**config.mk**
```make
export PLATFORM = sky130hd
export DESIGN_NAME = spm
export DESIGN_NICKNAME = d
export VERILOG_FILES = /design/src/rtl/spm_pkg.sv /design/src/rtl/spm_csa.sv /design/src/rtl/spm.sv
export SDC_FILE = /design/constraint.sdc
export NUM_CORES = 1
export LEC_CHECK = 0
export CAP_MARGIN = 10
export CORE_ASPECT_RATIO = 1.1
export CORE_MARGIN = 8
export CORE_UTILIZATION = 35
export DETAILED_ROUTE_END_ITERATION = 16
export HOLD_SLACK_MARGIN = 0.02
export SLEW_MARGIN = 20
export SYNTH_ARGS = -nofsm -noshare
export SYNTH_HDL_FRONTEND = slang
export SYNTH_HIERARCHICAL = 1
export SYNTH_SLANG_ARGS = --single-unit
```
**constraint.sdc**
```tcl
create_clock -name clk -period 1.9 [get_ports clk]
set_input_delay 0.38 -clock clk [delete_from_list [all_inputs] [get_ports clk]]
set_output_delay 0.38 -clock clk [all_outputs]
set_load 0.01 [all_outputs]
```
**src/rtl/spm_pkg.sv**
```systemverilog
// Project arithmetic package: shared constants for the serial arithmetic
// blocks. No ports.
package spm_pkg;

  // Default width of the parallel multiplicand of the serial-parallel multiplier.
  localparam int unsigned SPM_SIZE_DEFAULT = 8;

  // States of the serial two's-complementer.
  typedef enum logic [0:0] {
    TC_PASS   = 1'b0,  // no 1 seen yet: bits pass unchanged
    TC_INVERT = 1'b1   // first 1 already passed: invert every later bit
  } tc_state_e;

endpackage

```
**src/rtl/spm_csa.sv**
```systemverilog
// One carry-save slice of the serial-parallel multiplier: partial product
// x_i & y_i is added to the incoming sum bit and the slice's own carry.
// The sum and carry are both held in flops.
// Ports:
//   clk_i     rising-edge clock
//   rst_i     synchronous active-high reset, clears sum and carry
//   x_i       multiplicand bit of this slice
//   y_i       current serial multiplier bit
//   sum_in_i  registered sum from the next-higher slice
//   sum_o     registered sum of this slice
module spm_csa (
  input  logic clk_i,
  input  logic rst_i,
  input  logic x_i,
  input  logic y_i,
  input  logic sum_in_i,
  output logic sum_o
);

  logic pp;
  logic sum_d, sum_q;
  logic carry_d, carry_q;

  always_comb begin
    pp      = x_i & y_i;
    sum_d   = pp ^ sum_in_i ^ carry_q;
    carry_d = (pp & sum_in_i) | (pp & carry_q) | (sum_in_i & carry_q);
  end

  always_ff @(posedge clk_i) begin
    if (rst_i) begin
      sum_q   <= 1'b0;
      carry_q <= 1'b0;
    end else begin
      sum_q   <= sum_d;
      carry_q <= carry_d;
    end
  end

  assign sum_o = sum_q;

endmodule

```
**src/rtl/spm.sv**
```systemverilog
// Serial-parallel two's-complement multiplier. x is a parallel signed word,
// y arrives serially LSB first, and the product leaves serially on p, LSB
// first, with product bit i valid right after operating edge i.
// Ports:
//   clk  rising-edge clock
//   rst  synchronous active-high reset; clears all state and p
//   y    serial multiplier bit, LSB first
//   x    parallel two's-complement multiplicand (size bits)
//   p    registered serial product bit, LSB first
module spm
  import spm_pkg::*;
#(
  parameter int unsigned size = SPM_SIZE_DEFAULT
) (
  input  logic            clk,
  input  logic            rst,
  input  logic            y,
  input  logic [size-1:0] x,
  output logic            p
);

  // chain[k] is the registered sum of slice k; chain[size-1] is the output
  // of the two's-complementer for the MSB slice. Each slice consumes the
  // registered sum of the slice above, which keeps the weights aligned
  // (weight 2^(i+k) at edge i).
  logic [size-1:0] chain;

  // MSB slice: x[size-1] carries negative weight, so its partial-product
  // stream is negated serially (pass up to and including the first 1,
  // then invert). The result is registered like the other slices' sums.
  tc_state_e tc_state_d, tc_state_q;
  logic      tc_in;
  logic      tc_out_d, tc_out_q;

  always_comb begin
    tc_in      = x[size-1] & y;
    tc_out_d   = tc_in;
    tc_state_d = tc_state_q;
    unique case (tc_state_q)
      TC_PASS: begin
        tc_out_d = tc_in;
        if (tc_in) tc_state_d = TC_INVERT;
      end
      TC_INVERT: begin
        tc_out_d = ~tc_in;
      end
      default: begin
        tc_out_d   = tc_in;
        tc_state_d = TC_PASS;
      end
    endcase
  end

  always_ff @(posedge clk) begin
    if (rst) begin
      tc_state_q <= TC_PASS;
      tc_out_q   <= 1'b0;
    end else begin
      tc_state_q <= tc_state_d;
      tc_out_q   <= tc_out_d;
    end
  end

  assign chain[size-1] = tc_out_q;

  for (genvar k = 0; k < size - 1; k++) begin : g_slice
    spm_csa u_csa (
      .clk_i    (clk),
      .rst_i    (rst),
      .x_i      (x[k]),
      .y_i      (y),
      .sum_in_i (chain[k+1]),
      .sum_o    (chain[k])
    );
  end

  assign p = chain[0];

endmodule

```
Word-level counts from Yosys, hierarchy flattened
Index checks and enable logic that the tools add are counted.
{"block": "totals", "wordCells": 78, "in_bits": 11, "out_inout_bits": 1, "regBits": 16}
{"block": "op_classes", "n_bitwise": 59, "n_mux": 3}
{"cell": "1-bit bitwise AND", "n": 29}
{"cell": "1-bit OR", "n": 14}
{"cell": "1-bit bitwise XOR", "n": 14}
{"cell": "1-bit 2-to-1 mux", "n": 2}
{"cell": "1-bit inverter", "n": 2}
{"cell": "1-bit case mux with 2 select lines", "n": 1}

Logic depth before layout (Yosys ltp)
Gate-level depths: netlist (run 1).
{"block": "depth", "depth_word": 4, "ltp_mapped": 3, "mapped_depth_nobuf": 3}

Hierarchy
Netlist (run 1), hierarchy kept.
{"module": "spm_csa", "cells_per_inst": 8, "area_each_um2": 78.8, "seq_area_each_um2": 40.0, "n_inst": 7}
{"module": "spm", "cells_per_inst": 7, "area_each_um2": 70.1, "seq_area_each_um2": 40.0, "n_inst": 1}

Worst setup path before layout (run 1)
Ideal clock, no wire load.
{"block": "synth_timing", "kind": "input to register", "start": "input x[0]", "end": "register g_slice[0].u_csa.sum_q", "n_path_buf": 0, "setup_time_ns": 0.111, "t_arrival_ns": 0.931, "path_stages": 3, "path_slack_ns": 0.858, "path_cell_list": "nand2_1 fa_1 nor2_1"}
{"block": "synth_via", "elab_chain_len": 3}
{"item": "from (decl)", "line": "spm.sv:18", "rtl": "input logic [size-1:0] x,"}
{"item": "1-bit bitwise AND", "line": "spm_csa.sv:25", "rtl": "pp = x_i & y_i;"}
{"item": "1-bit bitwise XOR (2 in series)", "line": "spm_csa.sv:26", "rtl": "sum_d = pp ^ sum_in_i ^ carry_q;"}
{"item": "to (signal assigned)", "line": "spm_csa.sv:35", "rtl": "sum_q <= sum_d;"}
{"item": "to (decl)", "line": "spm_csa.sv:21", "rtl": "logic sum_d, sum_q;"}
Every way passes these cells.
A chain may end at the register's enable or synchronous reset.

Worst setup path in the final report (run 1)
{"block": "layout_timing", "start": "input y", "end": "register g_slice[2].u_csa.sum_q"}
{"block": "layout_via", "elab_chain_len": 3}
{"item": "from (decl)", "line": "spm.sv:17", "rtl": "input logic y,"}
{"item": "1-bit bitwise AND", "line": "spm_csa.sv:25"}
{"item": "1-bit bitwise XOR (2 in series)", "line": "spm_csa.sv:26"}
{"item": "to (signal assigned)", "line": "spm_csa.sv:35"}
{"item": "to (decl)", "line": "spm_csa.sv:21"}
Every way passes these cells.

==> out/metrics.yaml, run 1 <==
yosysMostFrequentCell: "dfxtp_1"
slowest_delay_ns: 0.64
initial_core_util_pct: 36.1
clkSinkCount: 16
drive_above_1_share_pct: 6.33
slowest_stage: "clkdlybuf4s50_1"
fin_crit_sh_pct: 79.3
worstPathMaxFanout: 8
detailedRoute.firstPassIterationCount: 1
viasPerCell: 4.13
drv_cap: 0
dieArea_um2: 3380
die_y_um: 60.2
status: "finished, final reports clean"
fin_skew_ns: 0.00266
critPathArrivalTime_ns: 1.68
hp-class: "reg -> reg"
reg2reg_to: "g_slice[2].u_csa/sum_o"
io_buffers: 11
tightest_slew_ns: 0.305
syn-num-nets: 82
cts_hold_buf: 0
cts_buffer_depth: 2
dr.first_iter.drc_count: 0
cts-root-buf: "clkbuf_4"
synthesis.area_um2: 622
crit_cells: 4
yosys.area.top_type: "dfxtp_1"
io_pins: 12
core_area_um2: 1720
fin_tns_setup_ns: 0
grt_overflow: 0
synth_top_area_share_pct: 51.5
worstSetupEndpoint: "g_slice[2].u_csa/sum_o"
rsz0062_at_grt: "no"
setup_violations: 0
htreeDepth: 1
startpoint: "y"
wl_um: 913
crit_type: "in -> reg"
diodes: 0
multi_input_area_um2: 245
cp_num_buf_inv: 1
crit_chain: "clkdlybuf4s50_1 > nand2_1 > fa_1 > nor2_1"
ir_worst_vdd_mv: 0.357
postRouteAntennaNets: 0
critPathCaptureType: "register"
die_w_um: 56.2
row_count: 16
synthCells: 63
worstSkewPairLatency_ns: 0.28
synth-main-ff-cell: "dfxtp_1"
wl_per_cell_um: 9.41
yosysWarnings: 6
finalMaxSlewViolations: 0
drc: 0
synth_area_leaders: "dfxtp_1 (52%), fa_1 (23%), inv_1 (9.1%)"
cts_tree: "built"
power.density_nw_per_um2: 836
rr_worst_depth: 3
synthArstFlopShare_pct: 0
fmaxAchievable_ghz: 0.664
grt_pass1_wl_um: 1680
power_w: 0.000668
post_cts_resized: 0
grt_max_degree: 17
grtUsageTotal_pct: 6.41
synth_edf_count: 0
hold_viol: 0
final_net_count: 99
numCtsBuffers: 3
cts.reportedPaths.clkPinSlew_ns: 0.09
synth.avg_cell_area_um2: 9.87
area_growth_syn_to_layout_pct: 28.4
gp_congestion: 0.665
worstSetupStartpointType: "primary input"
regToRegSetupSlack_ns: 0.85
yosysUniqueCellTypes: 7
dp_hpwl_um: 669
synth_commonest_cells: "dfxtp_1 (16), inv_1 (15), nor2_1 (15), nand2_1 (8), fa_1 (7)"
required_ns: 2.08
regArea_um2: 320
num_vias: 401
cts_setup_buffers: 0
cp_top_family: "buffers and inverters"
ys_seq_elements: 16
leakagePower_nw: 0.302
period_needed_ns: 1.51
hold-worst-slack_ns: 0.561
r2r_start: "g_slice[3].u_csa/sum_o"
grt_pass1_vias: 405
fillers: 186
seq_area_frac_synth_pct: 51.5
slew_headroom_pct: 79.6
antenna_found_initial: 0
-- tightest hold or removal path, delay by kind of cell (launching register included) --
kind | cells | cell delay [ns]
DFF | 1 | 0.31
adders and majority gates | 1 | 0.13
buffers and inverters | 1 | 0.04
and+or+nand+nor | 1 | 0.04
-- power breakdown --
group / internal [W] / switching, W
logic: 0.0000451 / 0.0000402
registers: 0.000359 / 0.00000528
clock network: 0.000116 / 0.000102
-- state kept, by name, indices dropped and copies added (netlist names) --
signal                 cells
g_slice.u_csa/sum_o        7
tc_state_q                 1
g_slice.u_csa/carry_q      7
tc_out_q                   1
-- placed cells by master, fill, tap and decap left out --
cell type	n
nor2b_1	1
fa_1	7
buf_4	1
dfxtp_1	16
ha_1	1
clkdlybuf4s50_1	11
clkbuf_8	1
inv_1	15
nand2_1	8
clkbuf_4	3
nor2_1	15
-- per-stage QoR --
| stage | worst slack, ns | std cells | instance area [um^2] | util [%] |
|---|---|---|---|---|
| after floorplan | 0.858 | 63 | 622 | - |
| after global placement | 0.126 | 93 | 762 | 44.3 |
| after detailed placement | 0.0759 | 93 | 762 | 44.3 |
| after CTS | 0.375 | 97 | 798 | 46.4 |
| after global routing | 0.315 | 97 | 798 | 46.4 |
| final | 0.394 | 97 | 798 | 46.4 |
-- cell type report --
class,count,area share [%]
clock buffers,4,4.55
inverters,15,7.05
multi-input cells,32,30.7
flip-flops and latches,16,40.1
well taps,18,2.82
repair buffers,12,14.7
-- cell families (layout without fill, tap and decap cells) --
kind of cell / after synthesis / after routing / synth area share (%)
buffers and inverters: 15 / 31 / 9.05
and+or+nand+nor: 24 / 24 / 14.9
adders and majority gates: 8 / 8 / 24.5
DFF: 16 / 16 / 51.5
-- how the worst min path moves through the flow --
stage	startpoint	to	slack, ns	depth (start not counted)
after floorplan	rst	g_slice[0].u_csa/sum_o	0.45	1
after global placement	tc_state_q	tc_state_q	0.54	3
after detailed placement	tc_state_q	tc_state_q	0.55	3
after CTS	tc_state_q	tc_state_q	0.57	3
after global routing	tc_state_q	tc_state_q	0.60	3
final	tc_state_q	tc_state_q	0.56	3
-- metal layers --
layer / GRT usage, % / wire, um / vias to the layer above
met4: 5.15 / 7 / 0
met2: 9.35 / 414 / 9
met5: 0 / 0 / -
met3: 2.34 / 41 / 2
met1: 7.41 / 450 / 183
li1: - / - / 207
Power figures use the tool's default switching activity.
==> inputs of run 2 (changes only) <==
==> constraint.sdc (replaced) <==
create_clock -name clk -period 1.4 [get_ports clk]
set_input_delay 0.28 -clock clk [delete_from_list [all_inputs] [get_ports clk]]
set_output_delay 0.28 -clock clk [all_outputs]
set_load 0.01 [all_outputs]
==> out/metrics.yaml, run 2 (synthesis gave the netlist of run 1 again) <==
hold-worst-slack_ns: 0.566
worstSetupStartpointType: "primary input"
cts_buffer_depth: 2
clkSinkCount: 16
worstPathMaxFanout: 1
drv_cap: 0
num_vias: 410
final_net_count: 99
status: "finished, final reports clean"
hp-class: "reg -> reg"
grt_max_degree: 17
met1_usage_pct: 7.01
grt_use_met2_pct: 11.3
cts_hold_buf: 0
finish.utilization_pct: 45.4
pre_cts_slack_ns: -0.340
fmaxAchievable_ghz: 0.851
htreeDepth: 1
switching_share_pct: 23.5
crit_chain: "clkdlybuf4s50_1 > nand2_1 > fa_1 > nor2_1"
grt_pass1_vias: 418
antenna_found_initial: 0
fin_skew_ns: 0.00303
power.density_nw_per_um2: 1080
grt_busiest_layer: "met2"
io_buffers: 11
pwr-share-clk_pct: 27.8
finalMaxSlewViolations: 0
grtUsageTotal_pct: 6.89
postRouteAntennaNets: 0
wl_per_cell_um: 10.3
crit_type: "in -> reg"
numCtsBuffers: 3
dp_hpwl_um: 740
tightest_slew_ns: 0.317
switching_power_w: 0.000198
grt_pass1_wl_um: 1730
cts-root-buf: "clkbuf_4"
core_area_um2: 1720
comb_power_share_pct: 13.6
slew_headroom_pct: 78.8
leakagePower_nw: 0.300
diodes: 0
slowest_stage: "fa_1"
die_w_um: 56.2
io_pins: 12
area_growth_syn_to_layout_pct: 25.8
cts_tree: "built"
fin_cells: 96
period_needed_ns: 1.17
final_common_cell: "dfxtp_1"
die_y_um: 60.2
groute.layer.met3.usage_pct: 2.12
grt_overflow: 0
drive_above_1_share_pct: 5.13
p_seq_share_pct: 58.6
setup_violations: 0
gp_congestion: 0.669
fin_crit_sh_pct: 83.9
viasPerCell: 4.27
row_count: 16
drc: 0
dr.first_iter.drc_count: 0
rsz0062_at_grt: "no"
required_ns: 1.58
ir_worst_vdd_mv: 0.488
slowest_delay_ns: 0.50
dieArea_um2: 3380
hold_viol: 0
wl_um: 990
dp_cells: 93
cts_setup_buffers: 0
power.internal_w: 0.000645
critPathArrivalTime_ns: 1.35
setup_ws_ns: 0.225
cts.reportedPaths.clkPinSlew_ns: 0.09
critPathCaptureType: "register"
detailedRoute.firstPassIterationCount: 1
initial_core_util_pct: 36.1
power_w: 0.000843
worstSkewPairLatency_ns: 0.28
final_cell_mix: "dfxtp_1 (16), inv_1 (15), nor2_1 (15), clkdlybuf4s50_1 (9), nand2_1 (8)"
==> run 2: cell count changes in the layout (fill, tap and decap cells not counted) <==
| cell | change |
|---|---|
| clkbuf_8 | -1 |
| clkdlybuf4s50_1 | -2 |
| dlygate4sd2_1 | +2 |
==> run 2: area by class of cell <==
class,count,area [um^2]
fillers,170,940
flip-flops and latches,16,320
multi-input cells,32,245
repair buffers,12,115
inverters,15,56.3
clock buffers,3,22.5
well taps,18,22.5
==> run 2: worst paths after layout <==
check	start	end	slack [ns]	cells past startpoint
setup / recovery	x[4]	g_slice[4].u_csa/sum_o	0.23	4
hold / removal	tc_state_q	tc_state_q	0.57	3
setup reg to reg	g_slice[5].u_csa/sum_o	g_slice[4].u_csa/sum_o	0.33	3
hold reg to reg	tc_state_q	tc_state_q	0.57	3
==> run 2: power by group through the flow <==
stage	Sequential, W	Combinational (W)	Clock, W
floorplan	0.000506	0.0000598	0
global placement	0.000505	0.000116	0
detailed placement	0.000505	0.000122	0
CTS	0.000495	0.000119	0.000240
global route	0.000498	0.000137	0.000270
finish	0.000494	0.000115	0.000234
==> run 2: per-layer routing <==
| layer | wire, um | part of all wire [%] |
|---|---|---|
| met1 | 466 | 47 |
| met2 | 459 | 46 |
| met3 | 35 | 3.5 |
| met4 | 27 | 2.7 |
| met5 | 0 | 0 |
==> run 2: what timing repair did <==
action | CTS | global route
endpoints found under the setup margin | 8 | 0
hold endpoints to repair | 0 | 0
resized for setup | 2 | 0
==> run 2: worst max-delay path: cells and delay by family <==
kind	cells	cell delay (ns)
adder cells (fa/ha/maj)	1	0.50
buffers and inverters	1	0.45
AND/OR/NAND/NOR	2	0.12
==> run 2: through the flow <==
step / instance area (um^2) / TNS, ns
after detailed placement: 762 / -3.71
after CTS: 782 / 0
after global routing: 782 / 0
final: 782 / 0
after global placement: 762 / -2.99
after floorplan: 622 / 0
==> inputs of run 3 (changes only) <==
==> constraint.sdc (replaced) <==
create_clock -name clk -period 1.15 [get_ports clk]
set_input_delay 0.23 -clock clk [delete_from_list [all_inputs] [get_ports clk]]
set_output_delay 0.23 -clock clk [all_outputs]
set_load 0.01 [all_outputs]
==> out/metrics.yaml, run 3 (synthesis gave the netlist of run 1 again) <==
startpoint: "x[3]"
area_growth_syn_to_layout_pct: 30.0
tightest_slew_ns: 0.291
ir_worst_vdd_mv: 0.570
regArea_um2: 320
row_count: 16
htreeDepth: 1
multi_input_area_um2: 245
pwr-share-clk_pct: 32.9
grt_overflow: 0
drv_cap: 0
rsz0062_at_grt: "no"
dp_hpwl_um: 749
wl_per_cell_um: 10.1
final_cell_mix: "dfxtp_1 (16), inv_1 (15), nor2_1 (15), clkdlybuf4s50_1 (9), nand2_1 (8)"
numCtsBuffers: 3
initial_core_util_pct: 36.1
comb_power_share_pct: 12.9
detailedRoute.firstPassIterationCount: 2
grtUsageTotal_pct: 6.58
status: "finished, final reports clean"
finalMaxSlewViolations: 0
switching_power_w: 0.000248
grt_pass1_wl_um: 1670
fin_crit_sh_pct: 96.6
num_vias: 425
final_net_count: 99
wl_um: 976
worstPathMaxFanout: 1
diodes: 0
power.internal_w: 0.000860
cts_tree: "built"
crit_type: "in -> reg"
cts_buffer_depth: 2
fillers: 188
io_buffers: 11
cts_setup_buffers: 0
drc: 0
gp_congestion: 0.657
leakagePower_nw: 0.312
die_y_um: 60.2
fin_skew_ns: 0.00189
dr.first_iter.drc_count: 5
cts-root-buf: "clkbuf_4"
final_common_cell: "dfxtp_1"
antenna_found_initial: 0
dieArea_um2: 3380
hp-start: "tc_state_q"
setup_violations: 0
postRouteAntennaNets: 0
p_seq_share_pct: 54.3
power_w: 0.00111
switching_share_pct: 22.4
worstSkewPairLatency_ns: 0.28
hold-worst-slack_ns: 0.560
critPathArrivalTime_ns: 1.30
viasPerCell: 4.38
critPathCaptureType: "register"
hold_viol: 0
die_w_um: 56.2
clkSinkCount: 16
drive_above_1_share_pct: 6.33
required_ns: 1.34
grt_pass1_vias: 447
grt_max_degree: 17
cts_hold_buf: 0
period_needed_ns: 1.11
r2r_start: "g_slice[5].u_csa/sum_o"
io_pins: 12
fmaxAchievable_ghz: 0.900
worstSetupStartpointType: "primary input"
core_area_um2: 1720
slew_headroom_pct: 80.6
cts.reportedPaths.clkPinSlew_ns: 0.09
power.density_nw_per_um2: 1370
hp-class: "reg -> reg"
-- run 3: final timing paths --
kind	endpoint	depth (start not counted)	slack (ns)
worst max-delay path	g_slice[3].u_csa/sum_o	4	0.04
worst min-delay path	tc_state_q	3	0.56
worst max register to register	g_slice[4].u_csa/sum_o	3	0.11
worst min register to register	tc_state_q	3	0.56
-- run 3: routing by layer --
metal | routed length (um) | GRT usage (%) | up-vias
met1 | 405 | 5.91 | 208
met5 | 0 | 0 | -
li1 | - | - | 206
met4 | 14 | 7.22 | 0
met3 | 64 | 2.12 | 2
met2 | 492 | 11.1 | 9
-- run 3: final cells by class --
type / instances / share of cell area [%]
Clock buffer: 4 / 4.49
Timing Repair Buffer: 12 / 15.8
Multi-Input combinational cell: 32 / 30.3
Inverter: 15 / 6.97
Tap cell: 18 / 2.79
Sequential cell: 16 / 39.6
-- run 3: stage by stage --
step	TNS [ns]	setup slack (ns)	cells	area, um^2	util [%]
finish	0	0.0391	97	808	46.9
detailed placement	-6.37	-0.500	93	774	45.0
CTS	0	0.0387	97	808	46.9
global route	0	0.00824	97	808	46.9
global placement	-6.04	-0.466	93	774	45.0
floorplan	0	0.153	63	622	-
-- run 3: what timing repair did --
item,4_1_cts,5_1_grt
setup endpoints to repair,16,0
resized for setup,2,0
hold endpoints to repair,0,0
-- run 3: power by group through the flow --
stage / registers [W] / logic [W] / clock network [W]
2_1_floorplan: 0.000615 / 0.0000728 / 0
5_1_grt: 0.000607 / 0.000168 / 0.000407
3_3_place_gp: 0.000615 / 0.000147 / 0
6_report: 0.000602 / 0.000142 / 0.000364
4_1_cts: 0.000603 / 0.000148 / 0.000392
3_5_place_dp: 0.000616 / 0.000151 / 0
-- run 3: worst max-delay path, stage by stage --
cell	delay (ns)
clkdlybuf4s50_1	0.47
nand2_1	0.07
fa_1	0.49
nor2_1	0.04
